`config.mk`:
```
export PLATFORM = sky130hd
export DESIGN_NAME = snn_lif_core
export DESIGN_NICKNAME = d
export VERILOG_FILES = /design/src/rtl/snn_pkg.sv /design/src/rtl/snn_sat_add.sv /design/src/rtl/snn_lif_core.sv
export SDC_FILE = /design/constraint.sdc
export NUM_CORES = 1
export LEC_CHECK = 0
export ABC_AREA = 1
export BUFFER_PORTS_ARGS = -buffer_cell sky130_fd_sc_hd__buf_2
export CORE_UTILIZATION = 30
export DETAILED_ROUTE_END_ITERATION = 16
export PLACE_DENSITY = 0.43
export SLEW_MARGIN = 20
export SYNTH_ARGS = -nofsm -noshare
export SYNTH_HDL_FRONTEND = slang
export SYNTH_HIERARCHICAL = 1
export SYNTH_SLANG_ARGS = --single-unit
```
`constraint.sdc`:
```
create_clock -name clk -period 2.6 [get_ports clk]
set_input_delay 0.52 -clock clk [delete_from_list [all_inputs] [get_ports clk]]
set_output_delay 0.52 -clock clk [all_outputs]
set_load 0.02 [all_outputs]
```
`src/rtl/snn_pkg.sv`:
```
// Shared definitions for the LIF spiking-neuron core.
// Holds parameter defaults, the weight width, the weight-address width and
// the controller state encoding used by snn_lif_core.
package snn_pkg;

  localparam int N_IN_DEF       = 8;
  localparam int N_OUT_DEF      = 2;
  localparam int VW_DEF         = 12;
  localparam int THRESH_DEF     = 256;
  localparam int LEAK_SHIFT_DEF = 3;

  // Signed weight width and weight-address width ({neuron, input_idx}).
  localparam int WW = 8;
  localparam int AW = 4;

  typedef enum logic [1:0] {
    ST_IDLE   = 2'd0,
    ST_FETCH  = 2'd1,
    ST_UPDATE = 2'd2
  } state_e;

endpackage

```
`src/rtl/snn_sat_add.sv`:
```
// Saturating signed accumulate for one neuron's membrane potential.
// Ports:
//   a  - current potential (VW-bit signed)
//   b  - weight (WW-bit signed), sign-extended before the add
//   en - when low the potential passes through unchanged
//   y  - a + b clamped to [-2^(VW-1), 2^(VW-1)-1], or a when en is low
module snn_sat_add #(
  parameter int VW = 12,
  parameter int WW = 8
) (
  input  logic [VW-1:0] a,
  input  logic [WW-1:0] b,
  input  logic          en,
  output logic [VW-1:0] y
);

  logic [VW:0] sum;

  // One guard bit: the sum overflowed iff the top two bits disagree.
  assign sum = {a[VW-1], a} + {{(VW+1-WW){b[WW-1]}}, b};

  always_comb begin
    y = a;
    if (en) begin
      if (sum[VW] != sum[VW-1])
        y = sum[VW] ? {1'b1, {(VW-1){1'b0}}} : {1'b0, {(VW-1){1'b1}}};
      else
        y = sum[VW-1:0];
    end
  end

endmodule

```
`src/rtl/snn_lif_core.sv`:
```
// Leaky integrate-and-fire core: N_OUT neurons, each fed by N_IN spike lines.
// A step sweeps all weights from an external registered-read memory,
// accumulating the weight of every active input into its neuron's potential,
// then applies leak and threshold.
// Ports:
//   clk, rst_n  - rising-edge clock, synchronous active-low reset
//   start       - request a step (taken only when idle)
//   spike_vec   - input spikes, latched when start is taken
//   w_addr      - weight address {neuron, input_idx}; 0 while idle
//   w_rdata     - signed weight, valid the cycle after its address
//   busy        - step in progress
//   done        - one-cycle completion pulse
//   spike_out   - fire flags of the last completed step
// Address layout assumes N_IN is a power of two and N_IN*N_OUT == 16.
module snn_lif_core
  import snn_pkg::*;
#(
  parameter int N_IN       = N_IN_DEF,
  parameter int N_OUT      = N_OUT_DEF,
  parameter int VW         = VW_DEF,
  parameter int THRESH     = THRESH_DEF,
  parameter int LEAK_SHIFT = LEAK_SHIFT_DEF
) (
  input  logic             clk,
  input  logic             rst_n,
  input  logic             start,
  input  logic [N_IN-1:0]  spike_vec,
  output logic [3:0]       w_addr,
  input  logic [7:0]       w_rdata,
  output logic             busy,
  output logic             done,
  output logic [N_OUT-1:0] spike_out
);

  localparam int NW  = N_IN * N_OUT;
  localparam int IW  = $clog2(N_IN);
  localparam int NSW = AW - IW;
  localparam logic signed [VW-1:0] TH = VW'(THRESH);
  localparam logic [AW-1:0] LAST = AW'(NW - 1);

  state_e                  state_q, state_d;
  logic [AW-1:0]           idx_q, idx_d;
  logic                    issued_q, issued_d;   // every address has been presented
  logic                    rd_vld_q, rd_vld_d;   // w_rdata carries a weight this cycle
  logic [AW-1:0]           rd_addr_q, rd_addr_d; // address that weight belongs to
  logic [N_IN-1:0]         spk_q, spk_d;
  logic [N_OUT-1:0][VW-1:0] v_q, v_d;
  logic [N_OUT-1:0]        spike_q, spike_d;
  logic                    busy_q, busy_d;
  logic                    done_q, done_d;

  logic [N_OUT-1:0]        add_en;
  logic [N_OUT-1:0][VW-1:0] sum;
  logic [N_OUT-1:0][VW-1:0] vl;
  logic [N_OUT-1:0]        fire;

  for (genvar n = 0; n < N_OUT; n++) begin : g_nrn
    // Only the neuron owning the returning weight accumulates, and only if
    // that weight's input line spiked.
    assign add_en[n] = rd_vld_q && (state_q == ST_FETCH) &&
                       (rd_addr_q[AW-1:IW] == NSW'(n)) &&
                       spk_q[rd_addr_q[IW-1:0]];

    snn_sat_add #(.VW(VW), .WW(WW)) u_add (
      .a  (v_q[n]),
      .b  (w_rdata),
      .en (add_en[n]),
      .y  (sum[n])
    );

    // Leak cannot overflow: |v - (v >>> k)| never exceeds |v| for k >= 1.
    assign vl[n]   = $signed(v_q[n]) - ($signed(v_q[n]) >>> LEAK_SHIFT);
    assign fire[n] = $signed(vl[n]) >= TH;
  end

  always_comb begin
    state_d   = state_q;
    idx_d     = idx_q;
    issued_d  = issued_q;
    rd_vld_d  = 1'b0;
    rd_addr_d = idx_q;
    spk_d     = spk_q;
    v_d       = v_q;
    spike_d   = spike_q;
    busy_d    = busy_q;
    done_d    = 1'b0;
    case (state_q)
      ST_IDLE: begin
        idx_d = '0;
        if (start) begin
          spk_d    = spike_vec;
          busy_d   = 1'b1;
          issued_d = 1'b0;
          state_d  = ST_FETCH;
        end
      end
      ST_FETCH: begin
        v_d = sum;
        if (!issued_q) begin
          rd_vld_d = 1'b1;
          // Hold the last address rather than wrapping while its data returns.
          if (idx_q == LAST) issued_d = 1'b1;
          else               idx_d    = idx_q + 1'b1;
        end
        if (rd_vld_q && rd_addr_q == LAST) begin
          idx_d   = '0;
          state_d = ST_UPDATE;
        end
      end
      ST_UPDATE: begin
        for (int n = 0; n < N_OUT; n++) begin
          spike_d[n] = fire[n];
          v_d[n]     = fire[n] ? '0 : vl[n];
        end
        busy_d  = 1'b0;
        done_d  = 1'b1;
        state_d = ST_IDLE;
      end
      default: state_d = ST_IDLE;
    endcase
  end

  always_ff @(posedge clk) begin
    if (!rst_n) begin
      state_q   <= ST_IDLE;
      idx_q     <= '0;
      issued_q  <= 1'b0;
      rd_vld_q  <= 1'b0;
      rd_addr_q <= '0;
      spk_q     <= '0;
      v_q       <= '0;
      spike_q   <= '0;
      busy_q    <= 1'b0;
      done_q    <= 1'b0;
    end else begin
      state_q   <= state_d;
      idx_q     <= idx_d;
      issued_q  <= issued_d;
      rd_vld_q  <= rd_vld_d;
      rd_addr_q <= rd_addr_d;
      spk_q     <= spk_d;
      v_q       <= v_d;
      spike_q   <= spike_d;
      busy_q    <= busy_d;
      done_q    <= done_d;
    end
  end

  assign w_addr    = idx_q;
  assign busy      = busy_q;
  assign done      = done_q;
  assign spike_out = spike_q;

endmodule
```
==> impl_results.md, run 1 <==
* Status: completed
* P_sw at 0.00275 W
* CP max stage cell: fa_1
* Final setup fails at 0
* Pre-Repair DR Iteration Count at 4
* Fillers at 1978
* Post-CTS setup repair buffer count at 0
* Worst R2R Path Depth at 13
* CP Class: register to register
* Critical Path AT at 2.64 ns
* Num Clock Sinks at 48
* Skew-Pair Late Insertion Delay at 0.30 ns
* Asr flop ratio synth at 0%
* Post-synth top flop: dfxtp_1
* CP top delay family: adder cells
* Core ar. at 17300 sq um
* Initial Utilization at 30.7%
* Synth top cells by count: nand2_1, inv_1, nor2_1
* Hold crit path type: register to register
* Max Clock Freq at 412 MHz
* Leak pwr at 3.06 nW
* Die Y at 135 microns
* Dpl hpwl at 13600 microns
* Critical path depth at 13
* Fin Hold WS at 0.476 ns
* Syn-to-layout area delta at 16.3%
* Combinational Power Share at 68.8%
* Final critical-path share of the clock period at 93.2%
* Area share of the largest cell type after synthesis at 18.1%
* Die W at 135 microns
* Post-Syn Nets at 925
* Final worst path period need at 2.42 ns
* Worst-Margin Slew at 0.428 ns
* Register-to-Register Setup Slack at 0.18 ns
* Antenna cells at 0
* Largest net degree at the start of global routing at 40
* Fin Clk Skew at 0.0148 ns
* NumNets Final at 987
* Crit path launch: v_q[12]
* Share of total power in the clock network at 12.8%
* Drt drc at 0
* MaxCap Viol Count at 0
* Vias per inst at 4.68
* Reg2reg start: v_q[12]
* Total global-route track usage at 18.7%
* Most common cell in the netlist: nand2_1
* First-pass GRT wire length at 26700 microns
* Share of post-route cells with drive strength above 1 at 19.9%
* Power density over the cells at 855 nW/um^2
* Net Sw Frac at 52.1%
* Cells along the critical path: ha_2 -> inv_1 -> fa_1 -> o21ai_2 -> nand2_2 -> nand3_2 -> nand2_1 -> nand3_2 -> nand2_4 -> buf_12 -> a21oi_2 -> a21oi_1 -> a21oi_1
* Std cell rows at 48
* VDD IR max at 0.000265 V
* Min-delay src: spk_q[5]
* Inst Count DP at 1132
* FF-to-FF End: v_q[22]
* Avg WL per Cell at 14.5 microns
* Post-synth EDFFs at 0
* Sequential share of power at 18.4%
* Initial antenna violation count at 0
* Drt first-iter violations at 236
* Worst-path fanout max at 6
* RSZ-0062 raised after global routing: no
* Syn_area_per_cell at 6.24 sq um
* Setup crit start kind: register
* Max transition margin at 70.7%
* Die Area at 18200 sq um
* Count of buffers from port buffering at 26
* Worst path max stage delay at 0.43 ns
* ANT nets after route at 0
* CTS H-tree lvls at 2
* Post-Syn Instances at 852
* Num ports at 27
* Post-Route WL at 16500 microns
* Synth Warn # at 6
* CTS Hold Bufs at 0
* Top cell type by total area after synthesis: dfxtp_1
* Mapped Area at 5310 sq um
* Worst setup EP type: register
* Hold-critical path depth at 2
* Final non-filler cell total at 1139
* Final max-slew violation count at 0
* GRT overflow at 0
* Leading post-synthesis cells by cell area: dfxtp_1, nand2_1, ha_1, inv_1, nor2_1
* Worst path buffer plus inverter count at 2
* Clk buf depth at 2
* Vias in the first global route at 5116
* Yosys cell types at 40
* Root buf cell: clkbuf_16
* Final Hold Fails at 0
* Worst-path clk slew at 0.07 ns
* CTS tree: yes
* Hold EP: spk_q[5]
* Number of synthesized register bits at 48
* GPL Wtd Cong at 0.808
* Pint at 0.00253 W
* Vias at 5328
* Seq/Total Area, Yosys at 18.1%
* CTS buffer count at 5
* WP data required at 2.82 ns
sequential cells by signal, indices dropped and copies added (netlist names):
name and flops:
rd_addr_q 4, busy 1, spike_out 2, v_q 24, state_q 2, spk_q 8, rd_vld_q 1, done 1
w_addr 4, issued_q 1
power groups by stage:
stage	Clock, W	Combinational, W	Sequential, W
floorplan	0	0.00267	0.000971
global placement	0	0.00365	0.000987
detailed placement	0	0.00363	0.000982
CTS	0.000695	0.00365	0.000966
global route	0.000718	0.00412	0.000978
finish	0.000678	0.00363	0.000970
how the worst max path moves through the flow:
stage	to	slack, ns
after global routing	v_q[19]	0.003
after CTS	v_q[16]	0.03
after detailed placement	v_q[16]	-0.17
final	v_q[22]	0.18
after global placement	v_q[16]	-0.17
after floorplan	v_q[9]	0.28
routing by layer:
metal  track usage [%]  vias to the layer above  share of wire (%)
li1                  -                     2880                  -
met1              29.6                     2389                 57
met2              27.6                       53                 40
met3              1.39                        6                2.4
met4              2.62                        0               0.59
met5                 0                        -                  0
cell type report:
type	count	area, sq um	area share [%]
multi-input combinational	668	3830	62.0
clock inverter	1	8.76	0.142
tap	225	282	4.56
timing repair buffer	75	523	8.46
inverter	116	435	7.05
clock buffer	6	139	2.25
sequential	48	961	15.5
tightest hold or removal path: cells and delay by family (launching register included):
family,cells,cell delay (ns)
flops,1,0.32
simple gates,2,0.12
repair_timing:
| action | CTS | global route |
|---|---|---|
| setup endpoints to repair | 0 | 10 |
| resized for setup | 0 | 4 |
| endpoints found under the hold margin | 0 | 0 |
through the flow:
stage / TNS (ns) / cell area (sq um) / setup WS, ns / utilization, % / total power [W]
finish: 0 / 6180 / 0.176 / 35.7 / 0.00528
detailed placement: -1.18 / 6020 / -0.169 / 34.8 / 0.00461
global route: 0 / 6180 / 0.00271 / 35.7 / 0.00582
global placement: -1.31 / 6020 / -0.170 / 34.8 / 0.00464
CTS: 0 / 6160 / 0.0251 / 35.6 / 0.00532
floorplan: 0 / 5310 / 0.278 / - / 0.00364
cells by family after synthesis:
family,after synthesis,share of synthesized area (%)
compound gates,167,19.2
fa+ha+maj,54,13.3
simple gates,426,35.8
flops,48,18.1
buf+inv,136,10.1
xor+xnor,21,3.46
layout by cell type, fill, tap and decap left out, drive strengths merged, types with 17 or more instances in the layout:
cell	instances
a21oi	105
buf	75
dfxtp	48
ha	50
inv	114
nand2	249
nand3	40
nand4	17
nor2	110
o21ai	53
No activity file was read; power rests on OpenSTA's default activity.
==> run 2, diff against run 1 <==
Settings changed: CTS_BUF_LIST set to sky130_fd_sc_hd__clkbuf_8.
==> run 2 against run 1 <==
- highest routed layer unchanged
- register-to-register slack hardly changed
- critical path depth is 1 lower
- critical path type unchanged
- clock power is 28% lower
- largest power group unchanged
==> impl_results.md, run 2 (same netlist as run 1, synthesis figures left out) <==
* Fin Clk Skew at 0.0201 ns (+0.00533 ns)
* Worst path max stage delay at 0.43 ns (about the same)
* CTS buffer count at 5 (unchanged)
* Die W at 135 microns (unchanged)
* GPL Wtd Cong at 0.808 (unchanged)
* NumNets Final at 987 (unchanged)
* Setup crit start kind: register
* Root buf cell: clkbuf_8
* Status: completed
* Largest net degree at the start of global routing at 40 (unchanged)
* Std cell rows at 48 (unchanged)
* Final setup fails at 0 (unchanged)
* Initial antenna violation count at 0 (unchanged)
* Power density over the cells at 832 nW/um^2 (-2.6%)
* Initial Utilization at 30.7% (unchanged)
* Worst-path fanout max at 6 (unchanged)
* Multi-input gate area at 3820 sq um (-0.16%)
* CTS H-tree lvls at 2 (unchanged)
* Worst-path clk slew at 0.10 ns (+0.03 ns)
* Fin area at 6120 sq um (-0.99%)
* WP data required at 2.82 ns (about the same)
* Commonest non-fill, non-tap cell in the layout: nand2_1
* Clk buf depth at 2 (unchanged)
* Register area at 962 sq um (+0.13%)
* Final critical-path share of the clock period at 93.7% (+0.47 points)
* RSZ-0062 raised after global routing: no
* Max transition margin at 73.1% (+2.4 points)
* CP max stage cell: fa_1
* Num Clock Sinks at 48 (unchanged)
* CTS Hold Bufs at 0 (unchanged)
* GRT overflow at 0 (unchanged)
* Total global-route track usage at 18.7% (about the same)
* Final max-slew violation count at 0 (unchanged)
* Core ar. at 17300 sq um (unchanged)
* CTS tree: yes
* Worst-Margin Slew at 0.393 ns (-0.0348 ns)
* Dpl hpwl at 13600 microns (unchanged)
* Vias at 5333 (+0.094%)
* Top flop regs: v_q: 24 flops, spk_q: 8 flops
* Final Hold Fails at 0 (unchanged)
* Critical Path AT at 2.65 ns (about the same)
* Post-Place Cell Area at 6020 sq um (unchanged)
* Drt drc at 0 (unchanged)
* CP Class: register to register
* Syn-to-layout area delta at 15.2%
* Count of buffers from port buffering at 26 (unchanged)
* ANT nets after route at 0 (unchanged)
* MaxCap Viol Count at 0 (unchanged)
* Antenna cells at 0 (unchanged)
* Post-Route WL at 16600 microns (+0.25%)
* Most frequent cells in the layout: nand2_1, inv_1, nor2_1
* Num ports at 27 (unchanged)
* Final worst path period need at 2.44 ns (+0.0122 ns)
* Biggest register: v_q
* Share of post-route cells with drive strength above 1 at 19.8% (-0.11 points)
* First-pass GRT wire length at 26700 microns (about the same)
* Skew-Pair Late Insertion Delay at 0.32 ns (+0.02 ns)
* Post-CTS setup repair buffer count at 0 (unchanged)
* Hold crit path type: input pin to register
* Vias in the first global route at 5107 (-0.18%)
* Top cell by count, worst path: a21oi_2
* Resize count post-CTS at 0 (unchanged)
* Max Clock Freq at 410 MHz (-0.50%)
* Avg WL per Cell at 14.6 microns (+0.25%)
* Fillers at 1983 (+0.25%)
* Cells along the critical path: ha_1 -> inv_1 -> fa_1 -> o21ai_2 -> nand2_2 -> nand4_1 -> nand3_2 -> nand2_4 -> buf_4 -> a21oi_2 -> a21oi_1 -> a21oi_2
* Worst setup EP type: register
* Final Core Density at 35.4% (-0.35 points)
* Leak pwr at 3.04 nW (-0.76%)
* Pre-Repair DR Iteration Count at 4 (unchanged)
* Die Area at 18200 sq um (unchanged)
* Die Y at 135 microns (unchanged)
* Max reg flops at 24 (unchanged)
* Drt first-iter violations at 240 (+1.7%)
* Vias per inst at 4.68 (about the same)
* VDD IR max at 0.000261 V (-1.3%)
==> run 2: cell counts in the layout (fill, tap and decap cells not counted) <==
No cell type changed its count.
==> run 2: worst paths after layout <==
path                      from        to  slack [ns]  cells after the start
setup / recovery       v_q[12]   v_q[16]        0.16                     12
hold / removal    spike_vec[6]  spk_q[6]        0.46                      3
setup reg to reg       v_q[12]   v_q[16]        0.16                     12
hold reg to reg       spk_q[5]  spk_q[5]        0.48                      2
==> run 2: where the power goes <==
part / internal (W) / switching [W] / leakage (nW)
combinational: 0.00130 / 0.00234 / 2.59
clock: 0.000213 / 0.000275 / 0.0473
sequential: 0.000848 / 0.000121 / 0.394
==> run 2: final cells by class <==
cell class / count / area share, %
clock buffers: 6 / 1.35
clock inverters: 1 / 0.143
multi-input cells: 668 / 62.5
well taps: 225 / 4.60
flip-flops and latches: 48 / 15.7
repair buffers: 75 / 8.55
inverters: 116 / 7.12
==> run 2: routing by layer <==
layer,vias to the layer above,part of all wire (%),track usage [%]
li1,2881,-,-
met1,2379,57,29.5
met2,68,40,27.6
met3,5,2.4,1.39
met4,0,0.60,2.62
met5,-,0,0
==> run 2: critical path, delay by kind of cell (launching register included) <==
family	cells	cell delay (ns)
and+or+nand+nor	4	0.48
AOI/OAI and AO/OA	4	0.58
buffers and inverters	2	0.23
DFF	1	0.39
adders and majority gates	2	0.65
==> run 2: per-stage QoR <==
stage | power, W | setup slack (ns) | hold slack [ns] | TNS, ns | cells
floorplan | 0.00364 | 0.278 | 0.425 | 0 | 852
global placement | 0.00464 | -0.170 | 0.465 | -1.31 | 1132
detailed placement | 0.00461 | -0.169 | 0.466 | -1.18 | 1132
CTS | 0.00513 | 0.0206 | 0.449 | 0 | 1139
global route | 0.00563 | 0.00827 | 0.463 | 0 | 1139
finish | 0.00509 | 0.163 | 0.461 | 0 | 1139
